**src/rtl/aes_pkg.sv**
```systemverilog
// Shared AES datapath types and helpers for the round pipeline.
package aes_pkg;

    localparam int unsigned AES_STATE_W = 128;
    localparam int unsigned AES_BYTE_W  = 8;
    localparam int unsigned AES_NBYTES  = AES_STATE_W / AES_BYTE_W;

    typedef logic [AES_STATE_W-1:0] aes_state_t;
    typedef logic [3:0]             aes_round_t;

    function automatic aes_state_t aes_xor_key(input aes_state_t state, input aes_state_t key);
        return state ^ key;
    endfunction

    // Bit k covers state[8k+7:8k], so bit 15 belongs to byte 0 at [127:120].
    function automatic logic [AES_NBYTES-1:0] aes_byte_parity(input aes_state_t state);
        logic [AES_NBYTES-1:0] par;
        par = '0;
        for (int unsigned i = 0; i < AES_NBYTES; i++) begin
            par[i] = ^state[i*AES_BYTE_W +: AES_BYTE_W];
        end
        return par;
    endfunction

endpackage

```
**src/rtl/aes_skid_buf.sv**
```systemverilog
// Two-entry FIFO-ordered skid buffer with a registered in_ready (set while fewer than 2 entries are held).
module aes_skid_buf #(
    parameter int unsigned WIDTH = 8
) (
    input  logic             clk,
    input  logic             rst_n,
    input  logic             in_valid,
    output logic             in_ready,
    input  logic [WIDTH-1:0] in_data,
    output logic             out_valid,
    input  logic             out_ready,
    output logic [WIDTH-1:0] out_data
);

    logic [WIDTH-1:0] head_q;
    logic [WIDTH-1:0] tail_q;
    logic [1:0]       count_q;
    logic [1:0]       count_d;
    logic             ready_q;
    logic             push;
    logic             pop;

    assign push      = in_valid & ready_q;
    assign pop       = (count_q != 2'd0) & out_ready;
    assign in_ready  = ready_q;
    assign out_valid = (count_q != 2'd0);
    assign out_data  = head_q;

    always_comb begin
        count_d = count_q;
        if (push && !pop) begin
            count_d = count_q + 2'd1;
        end else if (pop && !push) begin
            count_d = count_q - 2'd1;
        end
    end

    always_ff @(posedge clk or negedge rst_n) begin
        if (!rst_n) begin
            head_q  <= '0;
            tail_q  <= '0;
            count_q <= 2'd0;
            ready_q <= 1'b1;
        end else begin
            count_q <= count_d;
            ready_q <= (count_d != 2'd2);
            case ({push, pop})
                2'b10: begin
                    if (count_q == 2'd0) head_q <= in_data;
                    else                 tail_q <= in_data;
                end
                2'b01: head_q <= tail_q;
                // Push with pop: head advances, the new beat lands behind whatever remains.
                2'b11: begin
                    if (count_q == 2'd1) begin
                        head_q <= in_data;
                    end else begin
                        head_q <= tail_q;
                        tail_q <= in_data;
                    end
                end
                default: ;
            endcase
        end
    end

endmodule

```
**src/rtl/addroundkey_stage.sv**
```systemverilog
// Registered AddRoundKey stage: XOR with round key at entry, round-sequence checking, skid-buffered output.
// Optional per-byte parity output out_par is enabled by defining ADDKEY_PARITY_EN.
module addroundkey_stage
    import aes_pkg::*;
#(
    parameter int unsigned NR      = 10,
    parameter int unsigned ROUND_W = 4
) (
    input  logic                   clk,
    input  logic                   rst_n,
    input  logic                   in_valid,
    output logic                   in_ready,
    input  logic [AES_STATE_W-1:0] in_state,
    input  logic [AES_STATE_W-1:0] in_key,
    input  logic [ROUND_W-1:0]     in_round,
    output logic                   out_valid,
    input  logic                   out_ready,
    output logic [AES_STATE_W-1:0] out_state,
    output logic [ROUND_W-1:0]     out_round,
    output logic                   out_last,
    output logic                   round_err
`ifdef ADDKEY_PARITY_EN
    ,
    output logic [AES_NBYTES-1:0]  out_par
`endif
);

`ifdef ADDKEY_PARITY_EN
    localparam int unsigned PAR_W = AES_NBYTES;
`else
    localparam int unsigned PAR_W = 0;
`endif
    localparam int unsigned ENTRY_W = AES_STATE_W + ROUND_W + 1 + PAR_W;

    aes_state_t           keyed;
    logic                 in_last;
    logic                 accept;
    logic [ROUND_W-1:0]   exp_round;
    logic [ENTRY_W-1:0]   push_data;
    logic [ENTRY_W-1:0]   pop_data;

    assign keyed   = aes_xor_key(in_state, in_key);
    assign in_last = (in_round == ROUND_W'(NR));
    assign accept  = in_valid & in_ready;

`ifdef ADDKEY_PARITY_EN
    assign push_data = {keyed, in_round, in_last, aes_byte_parity(keyed)};
    assign {out_state, out_round, out_last, out_par} = pop_data;
`else
    assign push_data = {keyed, in_round, in_last};
    assign {out_state, out_round, out_last} = pop_data;
`endif

    // Next expected round follows the received index, which covers both in-sequence and resync cases.
    always_ff @(posedge clk or negedge rst_n) begin
        if (!rst_n) begin
            exp_round <= '0;
            round_err <= 1'b0;
        end else if (accept) begin
            if (in_round != exp_round) round_err <= 1'b1;
            exp_round <= in_last ? '0 : in_round + ROUND_W'(1);
        end
    end

    aes_skid_buf #(
        .WIDTH(ENTRY_W)
    ) u_skid (
        .clk       (clk),
        .rst_n     (rst_n),
        .in_valid  (in_valid),
        .in_ready  (in_ready),
        .in_data   (push_data),
        .out_valid (out_valid),
        .out_ready (out_ready),
        .out_data  (pop_data)
    );

endmodule

```
**config.mk**
```make
export PLATFORM = sky130hd
export DESIGN_NAME = addroundkey_stage
export DESIGN_NICKNAME = d
export VERILOG_FILES = /design/src/rtl/aes_pkg.sv /design/src/rtl/aes_skid_buf.sv /design/src/rtl/addroundkey_stage.sv
export SDC_FILE = /design/constraint.sdc
export NUM_CORES = 1
export LEC_CHECK = 0
export CAP_MARGIN = 25
export CORE_AREA = 2 2 280 144
export CTS_CLUSTER_SIZE = 8
export DETAILED_ROUTE_END_ITERATION = 10
export DIE_AREA = 0 0 282 146
export HOLD_SLACK_MARGIN = 0.06
export REMOVE_ABC_BUFFERS = 1
export SYNTH_ARGS = -nofsm -noshare
export SYNTH_HDL_FRONTEND = slang
export SYNTH_SLANG_ARGS = --single-unit
```
**constraint.sdc**
```tcl
create_clock -name clk -period 2.85 [get_ports clk]
set_clock_uncertainty 0.05 [all_clocks]
set_input_delay 0.57 -clock clk [delete_from_list [all_inputs] [get_ports clk]]
set_output_delay 0.57 -clock clk [all_outputs]
set_load 0.03 [all_outputs]
```
[After elaboration in Yosys (flattened, before gate mapping)]
Index checks and enable logic that the tools add are counted.
Operators by class
  bitwise gates (word level): 3
  equality and inequality tests: 10
  mux-type cells: 9
  add/sub/neg operators: 3
  reduce and logical (&&, ||, !) cells: 11
Operators with widths (count)
  133-bit two-way mux: 4
  133-bit one-hot mux with 3 select lines: 1
  133-bit one-hot mux with 2 select lines: 1
  128-bit bitwise XOR: 1
  2-bit inequality test (second input constant): 3
  4-bit by 1-bit adder with 4-bit output (second input constant): 1
  2-bit by 1-bit == test with 1-bit output (second input constant): 2
  2-bit == test (second input constant): 2
  4-bit == test (second input constant): 1
  2-bit two-way mux: 2
  4-bit two-way mux: 1
  4-bit inequality test: 1
  2-bit AND reduction: 2
  2-bit nonzero test: 2
  3-bit AND reduction: 1
  3-bit nonzero test: 1
  2-bit by 1-bit adder with 2-bit output (second input constant): 1
  1-bit AND: 2
  1-bit logical AND: 2
  1-bit logical NOT: 2
  2-bit logical NOT: 1
  2-bit by 1-bit inequality test with 1-bit output (second input constant): 1
  2-bit by 1-bit subtractor with 2-bit output (second input constant): 1
Word-level totals
  output and inout bits: 136
  word-level logic and storage cells: 42
  input bits: 264
  bits in registers: 274

[Logic depth before layout (Yosys ltp)]
Gate-level depths: netlist of run 1.
  word-level depth: 6
  gate-level depth with buffers: 8
  mapped depth without buffers: 5

[Hierarchy]
Synthesis of run 1 repeated with hierarchy kept, for this count alone.
Second synthesis, totals
  cells, all modules: 1382
  area, all modules: 15776.4 µm²
Modules (own cells, without submodules)
  aes_skid_buf: cells each 1223, sequential area each 6732.7 µm², instances 1, area each 14345.0 µm²
  addroundkey_stage: cells each 159, sequential area each 125.1 µm², instances 1, area each 1431.4 µm²

[Worst setup path after synthesis of run 1]
OpenSTA, ideal clock, no wires.
  path kind: register to register
  from: register u_skid.ready_q (netlist: u_skid.in_ready)
  to: register u_skid.tail_q[10]
  arrival time: 1884 ps
  stages on the path, launching flop included: 7
  setup time: 127 ps
  setup slack: 789 ps
  period minus slack after synthesis: 2061 ps
  data required time: 2673 ps
  path buffers: 3
  path through: dfstp_2 > buf_2 > nand2_2 > a211oi_4 > buf_4 > buf_6 > mux2_1
Between the ends
  word-level cells in the longest chain between the ends: 4
  elaborated cells between the ends (all ways): 8
  those cells by class: eq/ne: 4; mux: 1; bitwise: 1; reduce/logical: 2
Ends and longest elaborated chain
  start, declared: line aes_skid_buf.sv:19  | logic ready_q;
  start signal, assigned: line aes_skid_buf.sv:46  | ready_q <= (count_d != 2'd2);
  1-bit AND (*): line aes_skid_buf.sv:23  | assign push = in_valid & ready_q;
  2-bit == test: line aes_skid_buf.sv:47  | case ({push, pop})
  2-bit inequality test (no line) / 2-bit nonzero test (equally long branches)
  3-bit AND reduction (no line)
  end signal, assigned: line aes_skid_buf.sv:50  | else tail_q <= in_data;
  end signal, assigned: line aes_skid_buf.sv:59  | tail_q <= in_data;
  end, declared: line aes_skid_buf.sv:16  | logic [WIDTH-1:0] tail_q;
Every way passes the cells marked *; elsewhere a longest branch is shown, timed or not.
A chain may end at the register's enable or synchronous reset.

[Worst setup path after layout of run 1]
  from: register u_skid.count_q[0]
  to: output port out_valid
Between the ends
  word-level cells in the longest chain between the ends: 1
Ends and longest elaborated chain
  start, declared: line aes_skid_buf.sv:17  | logic [1:0] count_q;
  start signal, assigned: line aes_skid_buf.sv:45  | count_q <= count_d;
  2-bit nonzero test: line aes_skid_buf.sv:26  | assign out_valid = (count_q != 2'd0);
  end, declared: line addroundkey_stage.sv:16  | output logic out_valid,
No other way between the ends.

==> out/results.ini, run 1 <==
[worst_setup_path]
critical_path_class = flop to primary output
crit_start = u_skid.count_q[0]
r2r_start = u_skid.count_q[0]
slowest_delay_ns = 0.47
crit_path_cell_trace = inv_1, ha_1, inv_1, dlygate4sd2_1
arrival_ns = 1.99
crit_fanout = 7
ff2ff_path_depth = 6
cpMostUsedCell = inv_1
start_kind = flop
rrSetupSlack_ns = 0.31
end_kind = primary output
r2r_end = u_skid.out_data[92]
cp_slowest_cell = dfrtp_1
worstPathRequired_ns = 2.23
crit_path_end = out_valid

[global_route]
grt_max_degree = 97
grtUsageTotal_pct = 19.8
grt_pass1_wl_um = 65300
grt_overflow = 0
grt_pass1_vias = 11300
antenna_found_initial = 0

[floorplan]
boundaryPins = 400
core_area_mm2 = 0.0385
rows = 51
initial_utilization_pct = 34.8
die_area_mm2 = 0.0412
die_x_um = 282
die_h_um = 146

[flow_run]
max-cap-violations = 0

[routing]
final_antenna_net_count = 0
drt_first_iter_violations = 732
drc = 0
vias = 11200
postRouteWirelength_um = 41400
post_drt_wl_per_cell_um = 19.4
dr.pass1.iters = 5
avgViaCountPerCell = 5.24

[pwr]
power.density_mw_per_mm2 = 1110
ir_drop_uv = 395
total_power_mw = 21.3
leakagePower_nw = 7.71

[sta]
timing.hold.ws_ns = 0.433
period_needed_ns = 2.61
max_freq_mhz = 383
finalHoldViolCount = 0
maxSlewViolCount = 0
slew_headroom_pct = 57.2
setup_viol = 0
worstMarginPinSlew_ns = 0.642
rsz0062_at_grt = false
period_share_pct = 91.6

[logic_synthesis]
synth-edff-count = 0
ys_seq_elements = 274
syn_inst = 1242
synth_cell_type_count = 36
seq_area_frac_synth_pct = 51.2
synth_area_mm2 = 0.0134
synth-async-reset-ratio_pct = 100
synth_area_per_cell_um2 = 10.8
yosys_most_used_dff = dfrtp_1
yosysWarnings = 0

[finish]
drive_gt1_share_pct = 9.27
regArea_mm2 = 0.00686
multiInputGateArea_mm2 = 0.00602
n_antenna_cell = 0
nFillCells = 3469
utilization_pct = 49.8
area_delta_synth_final_pct = 43.0
instances_no_fill = 2137
nets = 1865

[clock_tree]
clk_pin_slew_ns = 0.05
cts_setup_buffers = 0
cts_tree = yes
insertion_delay_ns = 0.51
cts.path.max_buffers = 3
clkSinkCount = 274
h-tree-depth = 2
cts_buffers = 40
root_buffer = clkbuf_16

[placed_design]
dp_cells = 2085
port_buffers = 399
place.detailed.hpwl_um = 26800
gp_congestion = 0.749

[min_path]
hold_depth = 1
hold_class = flop to flop

[run_status]
status = finished, final reports clean

[final cells by class]
cell class | instances | share of cell area, %
Sequential cell | 274 | 35.8
Multi-Input combinational cell | 843 | 31.4
Timing Repair Buffer | 434 | 23.7
Clock buffer | 50 | 5.53
Tap cell | 530 | 3.46
Inverter | 5 | 0.0979
Clock inverter | 1 | 0.0392
[cells by family after synthesis]
kind of cell / count (synthesis) / synth area share, %
AOI/OAI and AO/OA: 277 / 13.0
xor gates and xnor gates: 135 / 8.82
adders and majority gates: 5 / 0.429
buffers and inverters: 125 / 4.29
DFF: 274 / 51.2
muxes: 134 / 11.2
and+or+nand+nor: 292 / 11.0
[Yosys cell counts, types with 6 or more instances]
cell type,instances,area [µm²]
o31ai_1,129,968
mux2_1,70,788
buf_6,7,78.8
a31oi_1,7,43.8
o21ai_0,8,40.0
mux2_2,63,709
xor2_1,128,1120
xnor2_1,7,61.3
buf_2,39,195
a21oi_1,128,641
nand3_1,136,681
nand2_1,6,22.5
nor3_1,133,666
dfrtp_1,273,6830
clkbuf_1,71,267
[where the power goes]
group | leakage, nW | internal (mW) | switching [mW] | total [mW]
logic | 3.93 | 4.37 | 5.68 | 10.1
clock network | 0.516 | 2.56 | 1.64 | 4.20
registers | 3.27 | 5.91 | 1.10 | 7.00
total | 7.71 | 12.8 | 8.42 | 21.3
[cells in the final DEF (no fill, tap or decap), types with 12 or more instances in the layout]
cell type and n:
mux2_1 70, clkbuf_16 41, nand3_1 134, dfrtp_1 273, a21oi_1 128, mux2_2 63, buf_4 12, o31ai_1 129
nor3_1 133, buf_12 22, xor2_1 128, clkdlybuf4s50_1 397
[per-stage QoR]
stage | setup TNS [ns] | cell area [µm²] | setup WS [ns]
global route | 0 | 19200 | 0.122
CTS | 0 | 19200 | 0.210
detailed placement | 0 | 18100 | 0.216
finish | 0 | 19200 | 0.241
global placement | 0 | 18100 | 0.251
floorplan | -1465.41 | 12800 | -9.30
[critical path: cells and delay by family (launching register included)]
family / cells / cell delay, ns
buf+inv: 3 / 0.59
flops: 1 / 0.47
fa+ha+maj: 1 / 0.41
[layer usage]
metal | share of wire [%] | track usage, % | vias to the layer above
li1 | - | - | 5222
met1 | 45 | 28.5 | 5562
met2 | 46 | 30.6 | 366
met3 | 7.2 | 4.61 | 50
met4 | 1.4 | 3.72 | 0
met5 | 0 | 0 | -
[worst min-delay path by stage]
| stage | start | to | slack [ns] |
|---|---|---|---|
| after global routing | u_skid.tail_q[63] | u_skid.tail_q[63] | 0.45 |
| after detailed placement | round_err | round_err | 0.42 |
| after global placement | round_err | round_err | 0.40 |
| after floorplan | rst_n | exp_round[0] | 0.22 |
| after CTS | round_err | round_err | 0.43 |
| final | u_skid.tail_q[17] | u_skid.tail_q[17] | 0.43 |
[repair_timing]
item / 4_1_cts / 5_1_grt
hold buffers: 1 / 0
hold endpoints to repair: 64 / 0
setup endpoints to repair: 1 / 0
resized for setup: 1 / 0
[flip-flops by register name, summed over array words and instances (netlist names)]
| register | cells |
|---|---|
| u_skid.out_data | 133 |
| exp_round | 4 |
| round_err | 1 |
| u_skid.count_q | 2 |
| u_skid.in_ready | 1 |
| u_skid.tail_q | 133 |
Power figures use the tool's default switching activity.
==> inputs of run 2 (changes only) <==
- GPL_TIMING_DRIVEN: not set -> 0
- clock period: 2.85 -> 2.9 ns (I/O delays scaled with it)
==> out/results.ini, run 2 (synthesized netlist as in run 1, its figures left out) <==
[run_status]
status = finished, final reports clean

[clock_tree]
clkSinkCount = 274  ; unchanged
insertion_delay_ns = 0.51  ; about the same
h-tree-depth = 2  ; unchanged
root_buffer = clkbuf_16
cts.path.max_buffers = 3  ; unchanged
clk_pin_slew_ns = 0.05  ; about the same
cts_buffers = 40  ; unchanged
cts_tree = yes

[floorplan]
die_area_mm2 = 0.0412  ; unchanged
initial_utilization_pct = 34.8  ; unchanged
boundaryPins = 400  ; unchanged
die_h_um = 146  ; unchanged
core_area_mm2 = 0.0385  ; unchanged
rows = 51  ; unchanged
die_x_um = 282  ; unchanged

[finish]
nets = 1862  ; -0.16%
utilization_pct = 50.1  ; +0.26 points
layout_commonest_cell = clkdlybuf4s50_1
drive_gt1_share_pct = 9.18  ; -0.096 points
area_delta_synth_final_pct = 43.8
layout_common_cells = 398 x clkdlybuf4s50_1, 273 x dfrtp_1, 134 x nand3_1
n_antenna_cell = 0  ; unchanged

[min_path]
hold_depth = 1  ; unchanged
hold_class = flop to flop

[global_route]
grtUsageMet3_pct = 4.94  ; +0.34 points
grtUsageMet2_pct = 31.1  ; +0.59 points
grt_overflow = 0  ; unchanged
grt_pass1_wl_um = 66400  ; +1.8%
antenna_found_initial = 0  ; unchanged
grtUsageTotal_pct = 20.2  ; +0.34 points
grt_max_degree = 117  ; +21%
grt_pass1_vias = 11400  ; +1.1%
busiest_layer = met2
grt.met1_usage_pct = 28.8  ; +0.27 points

[routing]
post_drt_wl_per_cell_um = 19.7  ; +1.6%
dr.pass1.iters = 5  ; unchanged
postRouteWirelength_um = 42000  ; +1.4%
final_antenna_net_count = 0  ; unchanged
vias = 11300  ; +0.93%
drt_first_iter_violations = 734  ; +0.27%
avgViaCountPerCell = 5.30  ; +1.2%
drc = 0  ; unchanged

[worst_setup_path]
critPathBufInv = 3  ; unchanged
end_kind = primary output
cp_top_family = buffers and inverters
critical_path_class = flop to primary output
crit_fanout = 7  ; unchanged
cp_slowest_cell = clkdlybuf4s50_1
worstPathRequired_ns = 2.27  ; +0.04 ns
ff2ff_path_depth = 8  ; +2
slowest_delay_ns = 0.68  ; +0.21 ns
arrival_ns = 2.16  ; +0.17 ns
start_kind = flop
cpMostUsedCell = inv_1
critical_path_depth = 4  ; unchanged
crit_path_cell_trace = inv_1, ha_2, inv_1, clkdlybuf4s50_1

[sta]
slew_headroom_pct = 42.0  ; -15 points
setup_viol = 0  ; unchanged
finalHoldViolCount = 0  ; unchanged
rsz0062_at_grt = false
period_needed_ns = 2.79
maxSlewViolCount = 0  ; unchanged
worstMarginPinSlew_ns = 0.869  ; +0.227 ns
period_share_pct = 96.0
max_freq_mhz = 359
timing.hold.ws_ns = 0.407  ; -0.0262 ns

[pwr]
p_clk_share_pct = 19.5  ; -0.3 points
pwr-share-seq_pct = 32.2  ; -0.8 points
netSwitchingFraction_pct = 39.7  ; +0.043 points
power.share.combinational_pct = 48.3  ; +1.0 points
ir_drop_uv = 453  ; +15%
total_power_mw = 21.2  ; -0.42%
power.density_mw_per_mm2 = 1100  ; -0.93%
p_sw_mw = 8.40  ; -0.31%
internal_power_mw = 12.8  ; -0.49%
leakagePower_nw = 7.75  ; +0.43%

[placed_design]
gp_congestion = 0.739  ; -1.3%
port_buffers = 399  ; unchanged
place.detailed.hpwl_um = 27600  ; +2.9%

[flow_run]
max-cap-violations = 0  ; unchanged

-- run 2: cell types whose count changed in the layout (fill, tap and decap cells not counted), moves of 2 or more --
cell	change
buf_12	-14
buf_16	+12
buf_8	+8
clkbuf_1	-2
buf_4	-10
-- run 2: worst paths after layout --
kind,start,to,slack [ns]
max,u_skid.count_q[0],out_valid,0.11
min in group asynchronous,rst_n,u_skid.out_data[45],0.55
max in group asynchronous,rst_n,u_skid.out_data[77],1.26
min reg2reg,round_err,round_err,0.41
min,round_err,round_err,0.41
max reg2reg,u_skid.count_q[0],u_skid.out_data[77],0.19
-- run 2: metrics by stage --
stage | setup TNS (ns) | cells | area, µm² | worst slack [ns]
floorplan | -1451.96 | 1122 | 12800 | -9.25
global placement | -7545.09 | 2051 | 17500 | -30.03
detailed placement | -87.42 | 2079 | 18200 | -0.688
CTS | 0 | 2132 | 19300 | 0.0897
global route | 0 | 2132 | 19300 | 0.0375
finish | 0 | 2132 | 19300 | 0.115
-- run 2: power by group through the flow --
| stage | logic (mW) | registers, mW | clock network, mW |
|---|---|---|---|
| 3_5_place_dp | 10.3 | 6.85 | 0 |
| 3_3_place_gp | 9.32 | 6.77 | 0 |
| 6_report | 10.2 | 6.82 | 4.12 |
| 4_1_cts | 10.3 | 6.81 | 4.26 |
| 5_1_grt | 11.0 | 7.07 | 4.43 |
| 2_1_floorplan | 4.23 | 8.55 | 0 |
-- run 2: area by class of cell --
class | count | area [µm²]
Tap cell | 530 | 663
Clock inverter | 1 | 8.76
Fill cell | 3475 | 19200
Timing Repair Buffer | 430 | 4630
Sequential cell | 274 | 6860
Clock buffer | 48 | 1050
Multi-Input combinational cell | 844 | 6030
Inverter | 5 | 18.8
-- run 2: routing by layer --
metal  part of all wire, %  vias to the layer above
met1                    47                     5716
met4                   1.6                        0
met2                    45                      317
met5                     0                        -
li1                      -                     5215
met3                   6.7                       56
-- run 2: timing repair --
action                     4_1_cts  5_1_grt
resized for setup                1        0
hold endpoints to repair        54        0
buffers inserted                 2        0
setup endpoints to repair      141        0
hold buffers                     1        0
